<file path="config.mk">
export PLATFORM = sky130hd
export DESIGN_NAME = systolic_array_controller
export DESIGN_NICKNAME = d
export VERILOG_FILES = /design/src/rtl/systolic_array_controller.sv
export SDC_FILE = /design/constraint.sdc
export NUM_CORES = 1
export LEC_CHECK = 0
export CORE_MARGIN = 2
export CORE_UTILIZATION = 48
export CTS_BUF_LIST = sky130_fd_sc_hd__clkbuf_16
export CTS_CLUSTER_DIAMETER = 50
export DETAILED_ROUTE_END_ITERATION = 16
export GPL_TIMING_DRIVEN = 0
export PLACE_DENSITY = 0.72
export SYNTH_ARGS = -nofsm -noshare
export SYNTH_HDL_FRONTEND = slang
export SYNTH_SLANG_ARGS = --single-unit
</file>
<file path="constraint.sdc">
create_clock -name CLK -period 3 [get_ports CLK]
set_input_delay 0.45 -clock CLK [delete_from_list [all_inputs] [get_ports CLK]]
set_output_delay 0.45 -clock CLK [all_outputs]
set_load 0.05 [all_outputs]
</file>
<file path="src/rtl/systolic_array_controller.sv">
// Sequencer for an N x N systolic matmul: clears the array, issues skewed per-lane
// operand indices with a bubble after each slot, drains, then strobes CAPTURE/DONE.
module systolic_array_controller #(
  parameter int N            = 4,
  parameter int KW           = $clog2(N),
  parameter int ISSUE_GAP    = 2,
  parameter int CLR_CYCLES   = 2,
  parameter int DRAIN_CYCLES = 2*N+4
) (
  input  logic          CLK,
  input  logic          RST,
  input  logic          START,
  input  logic          ABORT,
  input  logic          OPND_READY,
  output logic          BUSY,
  output logic          ARRAY_CLR,
  output logic          ISSUE,
  output logic [N-1:0]  LANE_VALID,
  output logic [N*KW-1:0] LANE_K,
  output logic          CAPTURE,
  output logic          DONE
);

  // state | meaning
  // IDLE  | waiting for START
  // CLEAR | ARRAY_CLR held for CLR_CYCLES
  // FEED  | issuing slots 0..2N-2, one bubble-separated issue per slot
  // DRAIN | waiting DRAIN_CYCLES for the pipeline to empty
  // FIN   | one-cycle CAPTURE/DONE
  localparam logic [2:0] S_IDLE  = 3'd0;
  localparam logic [2:0] S_CLEAR = 3'd1;
  localparam logic [2:0] S_FEED  = 3'd2;
  localparam logic [2:0] S_DRAIN = 3'd3;
  localparam logic [2:0] S_FIN   = 3'd4;

  localparam int SW    = $clog2(2*N);
  localparam int DW    = SW + 1;
  localparam int GW    = $clog2(ISSUE_GAP + 1);
  localparam int CMAX  = (CLR_CYCLES > DRAIN_CYCLES) ? CLR_CYCLES : DRAIN_CYCLES;
  localparam int CW    = $clog2(CMAX + 1);
  localparam logic [SW-1:0] LAST_SLOT = SW'(2*N-2);

  logic [2:0]      r_state, w_nxt_state;
  logic [SW-1:0]   r_s, w_nxt_s;
  logic [GW-1:0]   r_g, w_nxt_g;
  logic [CW-1:0]   r_cnt, w_nxt_cnt;
  logic            r_busy, r_clr, r_issue, r_fin;
  logic [N-1:0]    r_lane_valid, w_lane_valid;
  logic [N*KW-1:0] r_lane_k, w_lane_k;
  logic            w_issue;

  always_comb begin
    w_nxt_state = r_state;
    w_nxt_s     = r_s;
    w_nxt_g     = r_g;
    w_nxt_cnt   = r_cnt;
    case (r_state)
      S_IDLE: begin
        if (START) begin
          w_nxt_state = S_CLEAR;
          w_nxt_cnt   = CW'(CLR_CYCLES - 1);
        end
      end
      S_CLEAR: begin
        if (ABORT) begin
          w_nxt_state = S_IDLE;
        end else if (r_cnt == '0) begin
          w_nxt_state = S_FEED;
          w_nxt_s     = '0;
          w_nxt_g     = '0;
        end else begin
          w_nxt_cnt = r_cnt - 1'b1;
        end
      end
      S_FEED: begin
        if (ABORT) begin
          w_nxt_state = S_IDLE;
        end else if (r_g == '0) begin
          // r_issue says whether this g==0 cycle actually issued; if not, it is a stall
          if (r_issue) w_nxt_g = GW'(1);
        end else if (r_g == GW'(ISSUE_GAP - 1)) begin
          w_nxt_g = '0;
          if (r_s == LAST_SLOT) begin
            w_nxt_state = S_DRAIN;
            w_nxt_cnt   = CW'(DRAIN_CYCLES - 1);
          end else begin
            w_nxt_s = r_s + 1'b1;
          end
        end else begin
          w_nxt_g = r_g + 1'b1;
        end
      end
      S_DRAIN: begin
        if (ABORT) begin
          w_nxt_state = S_IDLE;
        end else if (r_cnt == '0) begin
          w_nxt_state = S_FIN;
        end else begin
          w_nxt_cnt = r_cnt - 1'b1;
        end
      end
      S_FIN:   w_nxt_state = S_IDLE;
      default: w_nxt_state = S_IDLE;
    endcase
  end

  // Outputs are registered from the next state, so the issue decision samples OPND_READY at the edge
  assign w_issue = (w_nxt_state == S_FEED) && (w_nxt_g == '0) && OPND_READY;

  for (genvar gi = 0; gi < N; gi++) begin : g_lane
    logic [DW-1:0] w_d;
    assign w_d = {1'b0, w_nxt_s} - DW'(gi);
    assign w_lane_valid[gi] = w_issue && ({1'b0, w_nxt_s} >= DW'(gi)) && (w_d < DW'(N));
    assign w_lane_k[gi*KW +: KW] = w_lane_valid[gi] ? w_d[KW-1:0] : '0;
  end

  always_ff @(posedge CLK or posedge RST) begin
    if (RST) begin
      r_state      <= S_IDLE;
      r_s          <= '0;
      r_g          <= '0;
      r_cnt        <= '0;
      r_busy       <= 1'b0;
      r_clr        <= 1'b0;
      r_issue      <= 1'b0;
      r_fin        <= 1'b0;
      r_lane_valid <= '0;
      r_lane_k     <= '0;
    end else begin
      r_state      <= w_nxt_state;
      r_s          <= w_nxt_s;
      r_g          <= w_nxt_g;
      r_cnt        <= w_nxt_cnt;
      r_busy       <= (w_nxt_state != S_IDLE);
      r_clr        <= (w_nxt_state == S_CLEAR);
      r_issue      <= w_issue;
      r_fin        <= (w_nxt_state == S_FIN);
      r_lane_valid <= w_lane_valid;
      r_lane_k     <= w_lane_k;
    end
  end

  assign BUSY       = r_busy;
  assign ARRAY_CLR  = r_clr;
  assign ISSUE      = r_issue;
  assign LANE_VALID = r_lane_valid;
  assign LANE_K     = r_lane_k;
  assign CAPTURE    = r_fin;
  assign DONE       = r_fin;

endmodule

</file>
==> metrics.md, run 1 <==
| Metric | Value |
|---|---|
| Outcome | completed |
| Final HPWL DP | between 2 and 2.5 mm |
| Slew Limit Fails | 0 |
| Cells after Synth | 135 |
| Synth area leader | dfrtp_1 |
| Post-synth ARST share | 1.000 |
| P_sw | ~390 uW |
| CTS Buffer Depth | 2 |
| Gr usage total | 0.1742 |
| R2R Setup Slk | roughly 0.13 ns |
| Peak VDD IR | approximately 0.00034 V |
| Critical setup path kind | reg -> reg |
| Die Wd | 59.25 um |
| Post-synth top cells | dfrtp_1, inv_1, ha_1 |
| CTS Root Cell | clkbuf_16 |
| Clk pin slew, worst setup/hold paths | 0.07 ns |
| Vias in the first global route | between 1k and 1.5k |
| Worst Path Required | around 3.2 ns |
| HP Class | in -> reg |
| Antenna Nets Post-Route | 0 |
| Clock power frac | 0.265 |
| Worst slew margin | 0.3166 |
| Slowest stage delay, CP | approximately 0.59 ns |
| Avg Inst Size Synth | 10.85 um^2 |
| Worst-path fanout max | 7 |
| Initial antenna violation count | 0 |
| Finish-stage setup viols | 0 |
| Mapped cell area | 1465 um^2 |
| I/O pin count | 22 |
| CP max-delay cell | or4b_4 |
| Combinational share of power | 0.324 |
| Fmax achieved | ~350 MHz |
| Power per Cell Area | 626.7 nW/um^2 |
| Worst Path Arrival | roughly 3 ns |
| # diodes | 0 |
| Gr ovfl total | 0 |
| Multi-input logic area | between 600 and 700 um^2 |
| CTS buffer count | 3 |
| # rows | 20 |
| WL/cell | roughly 15 um |
| Layout Utilization | 0.6109 |
| Warnings from Yosys | 0 |
| Cell mode on critical path | ha_1 |
| Starting Density | 0.4920 |
| Placer congestion estimate | ~0.8 |
| Post-route minimum period | between 2 and 3 ns |
| TritonRoute pass-1 iters | 4 |
| Int Pwr | around 750 uW |
| Post-synth EDFFs | 0 |
| DRC Markers | 0 |
| Nets@finish | around 180 |
| IO buf count | 20 |
| Sw Share | 0.3411 |
| Sequential Area | roughly 700 um^2 |
| Worst-Skew Late Latency | approximately 0.26 ns |
| H-tree depth | 1 |
| Clock net sink count | 28 |
| Final hold violations | 0 |
| Via Count | 1085 |
| Die area | 3511 um^2 |
| FILL cells | between 200 and 250 |
| Share of the synthesized area in the top cell type | 0.4782 |
| Delay-heaviest family, CP | simple AND/OR/NAND/NOR gates |
| CP startpoint kind | register |
| Critical path cell sequence | or4b_4, a211oi_2, mux2i_4, inv_1, ha_1, ha_1, nand2_1, a2bb2oi_2, nor4_1 |
| Ys flop type | dfrtp_1 |
| Max-Cap Viols | 0 |
| Final worst clock skew | 0.006128 ns |
| Drt via density | between 5 and 6 |
| Layout cells sized above 1 | 0.1553 |
| Setup crit end kind | register |
| Sequential share of the synthesized area | 0.4782 |
| Synth top area cells | dfrtp_1, ha_1, inv_1, nor3_1, nand2_1 |
| Seq pwr share | 0.411 |
| First-pass GRT wire length | 4.629 mm |
| Largest net degree at the start of global routing | 29 |
| Syn nets | ~150 |
| Initial DRC Count | 19 |
| Post-synthesis cell type count | 45 |
| Area of the core | about 3000 um^2 |
| Setup TNS | 0 ns |
| CTS tree | yes |
| Leak pwr | 0.0008110 uW |
| Die Height | approximately 59 um |
| CTS Hold Bufs | 0 |
| Yosys reg bits | 28 |
| Worst slew pin tran | between 1 and 1.5 ns |
| Synthesis-to-finish area growth | 24.17% |
| Final WL | approximately 2.8 mm |
| Most frequent cell after synthesis | dfrtp_1 |
| Critical path buffers and inverters | 1 |
| Final period util | 0.9561 |
==> metrics by stage <==
| step | worst slack, ns | power [uW] | std cells | instance area (um^2) | hold WS [ns] |
|---|---|---|---|---|---|
| finish | 0.1317 | 1140 | 194 | 1819 | 0.4075 |
| floorplan | 0.09592 | 742.8 | 135 | 1465 | 0.4863 |
| CTS | 0.02046 | 1138 | 192 | 1798 | 0.4018 |
| global placement | -0.1848 | 819.4 | 188 | 1707 | 0.5008 |
| detailed placement | -0.3001 | 835.9 | 188 | 1707 | 0.5115 |
| global route | -0.02107 | 1202 | 194 | 1819 | 0.4050 |
==> power groups by stage <==
stage          Combinational, uW  Sequential [uW]  Clock (uW)
6_report                     369              469         302
5_1_grt                      405              473         324
4_1_cts                      365              468         305
3_5_place_dp                 362              474           0
3_3_place_gp                 349              471           0
2_1_floorplan                223              520           0
==> state kept, by name, indices dropped and copies added, names as in the netlist <==
| name | count |
|---|---|
| r_cnt | 4 |
| r_s | 3 |
| BUSY | 1 |
| CAPTURE | 1 |
| r_g | 2 |
| LANE_K | 8 |
| LANE_VALID | 4 |
| r_state | 3 |
| ARRAY_CLR | 1 |
| ISSUE | 1 |
==> final cells by class <==
type,count,area share
sequential,28,0.3851
multi-input combinational,85,0.3714
timing repair buffer,22,0.1183
clock buffer,3,0.04127
inverter,15,0.03095
buffer,7,0.02820
tap,33,0.02270
clock inverter,1,0.002063
==> routing by layer <==
layer	part of all wire	track usage	vias to the layer above
met3	0.029	0.02620	4
met5	0	0	-
met1	0.43	0.2053	532
met4	0.011	0.07468	0
met2	0.53	0.3108	17
li1	-	-	532
==> placed cells by master (no fill, tap or decap), types with 2 or more instances in the layout <==
cell and instances:
clkbuf_16 3, nor4_1 4, buf_4 4, a21oi_1 4, clkdlybuf4s50_1 20, nor2_1 2
buf_2 2, o221ai_1 2, ha_1 11, nor3_1 8, nand4bb_1 2, nor4b_1 3
nor2b_1 2, o21ai_0 4, nand2_1 7, dfrtp_1 28, buf_6 2, nand3_2 2
nand2b_1 3, inv_1 15, nand3_1 4, o21a_1 2, nor4_2 2
==> worst paths after layout <==
path,startpoint,to,cells after the start
worst max-delay path,r_state[0],LANE_K[3],9
worst min-delay path,ABORT,CAPTURE,2
worst max register to register,r_state[0],LANE_K[3],9
worst min register to register,r_cnt[0],r_cnt[0],1
max in group asynchronous,RST,r_g[1],2
min in group asynchronous,RST,r_cnt[2],2
==> what timing repair did <==
item	4_1_cts	5_1_grt
buffers inserted	0	2
endpoints found under the setup margin	3	3
gates resized for setup	2	1
==> cell families after synthesis <==
group	share of synthesized area
AND/OR/NAND/NOR	0.2391
flip-flops	0.4782
buffers and inverters	0.07343
AO/OA/AOI/OAI	0.1025
adder cells (fa/ha/maj)	0.09394
XOR/XNOR	0.005979
multiplexers	0.006832
==> worst reg2reg max path: stages (launching register included) <==
cell,delay [ns]
dfrtp_1,0.43
or4b_4,0.59
a211oi_2,0.29
mux2i_4,0.38
inv_1,0.12
ha_1,0.19
ha_1,0.31
nand2_1,0.08
a2bb2oi_2,0.15
nor4_1,0.22
No activity file was read; power rests on OpenSTA's default activity.
==> run 2, diff against run 1 <==
--- a/config.mk
+++ b/config.mk
@@ -12,6 +12,8 @@
 export DETAILED_ROUTE_END_ITERATION = 16
 export GPL_TIMING_DRIVEN = 0
 export PLACE_DENSITY = 0.72
+export SKIP_LAST_GASP = 1
 export SYNTH_ARGS = -nofsm -noshare
 export SYNTH_HDL_FRONTEND = slang
 export SYNTH_SLANG_ARGS = --single-unit
+export TNS_END_PERCENT = 1
==> results of run 2 <==
The final DEF is identical to that of run 1; final timing and power are the same.
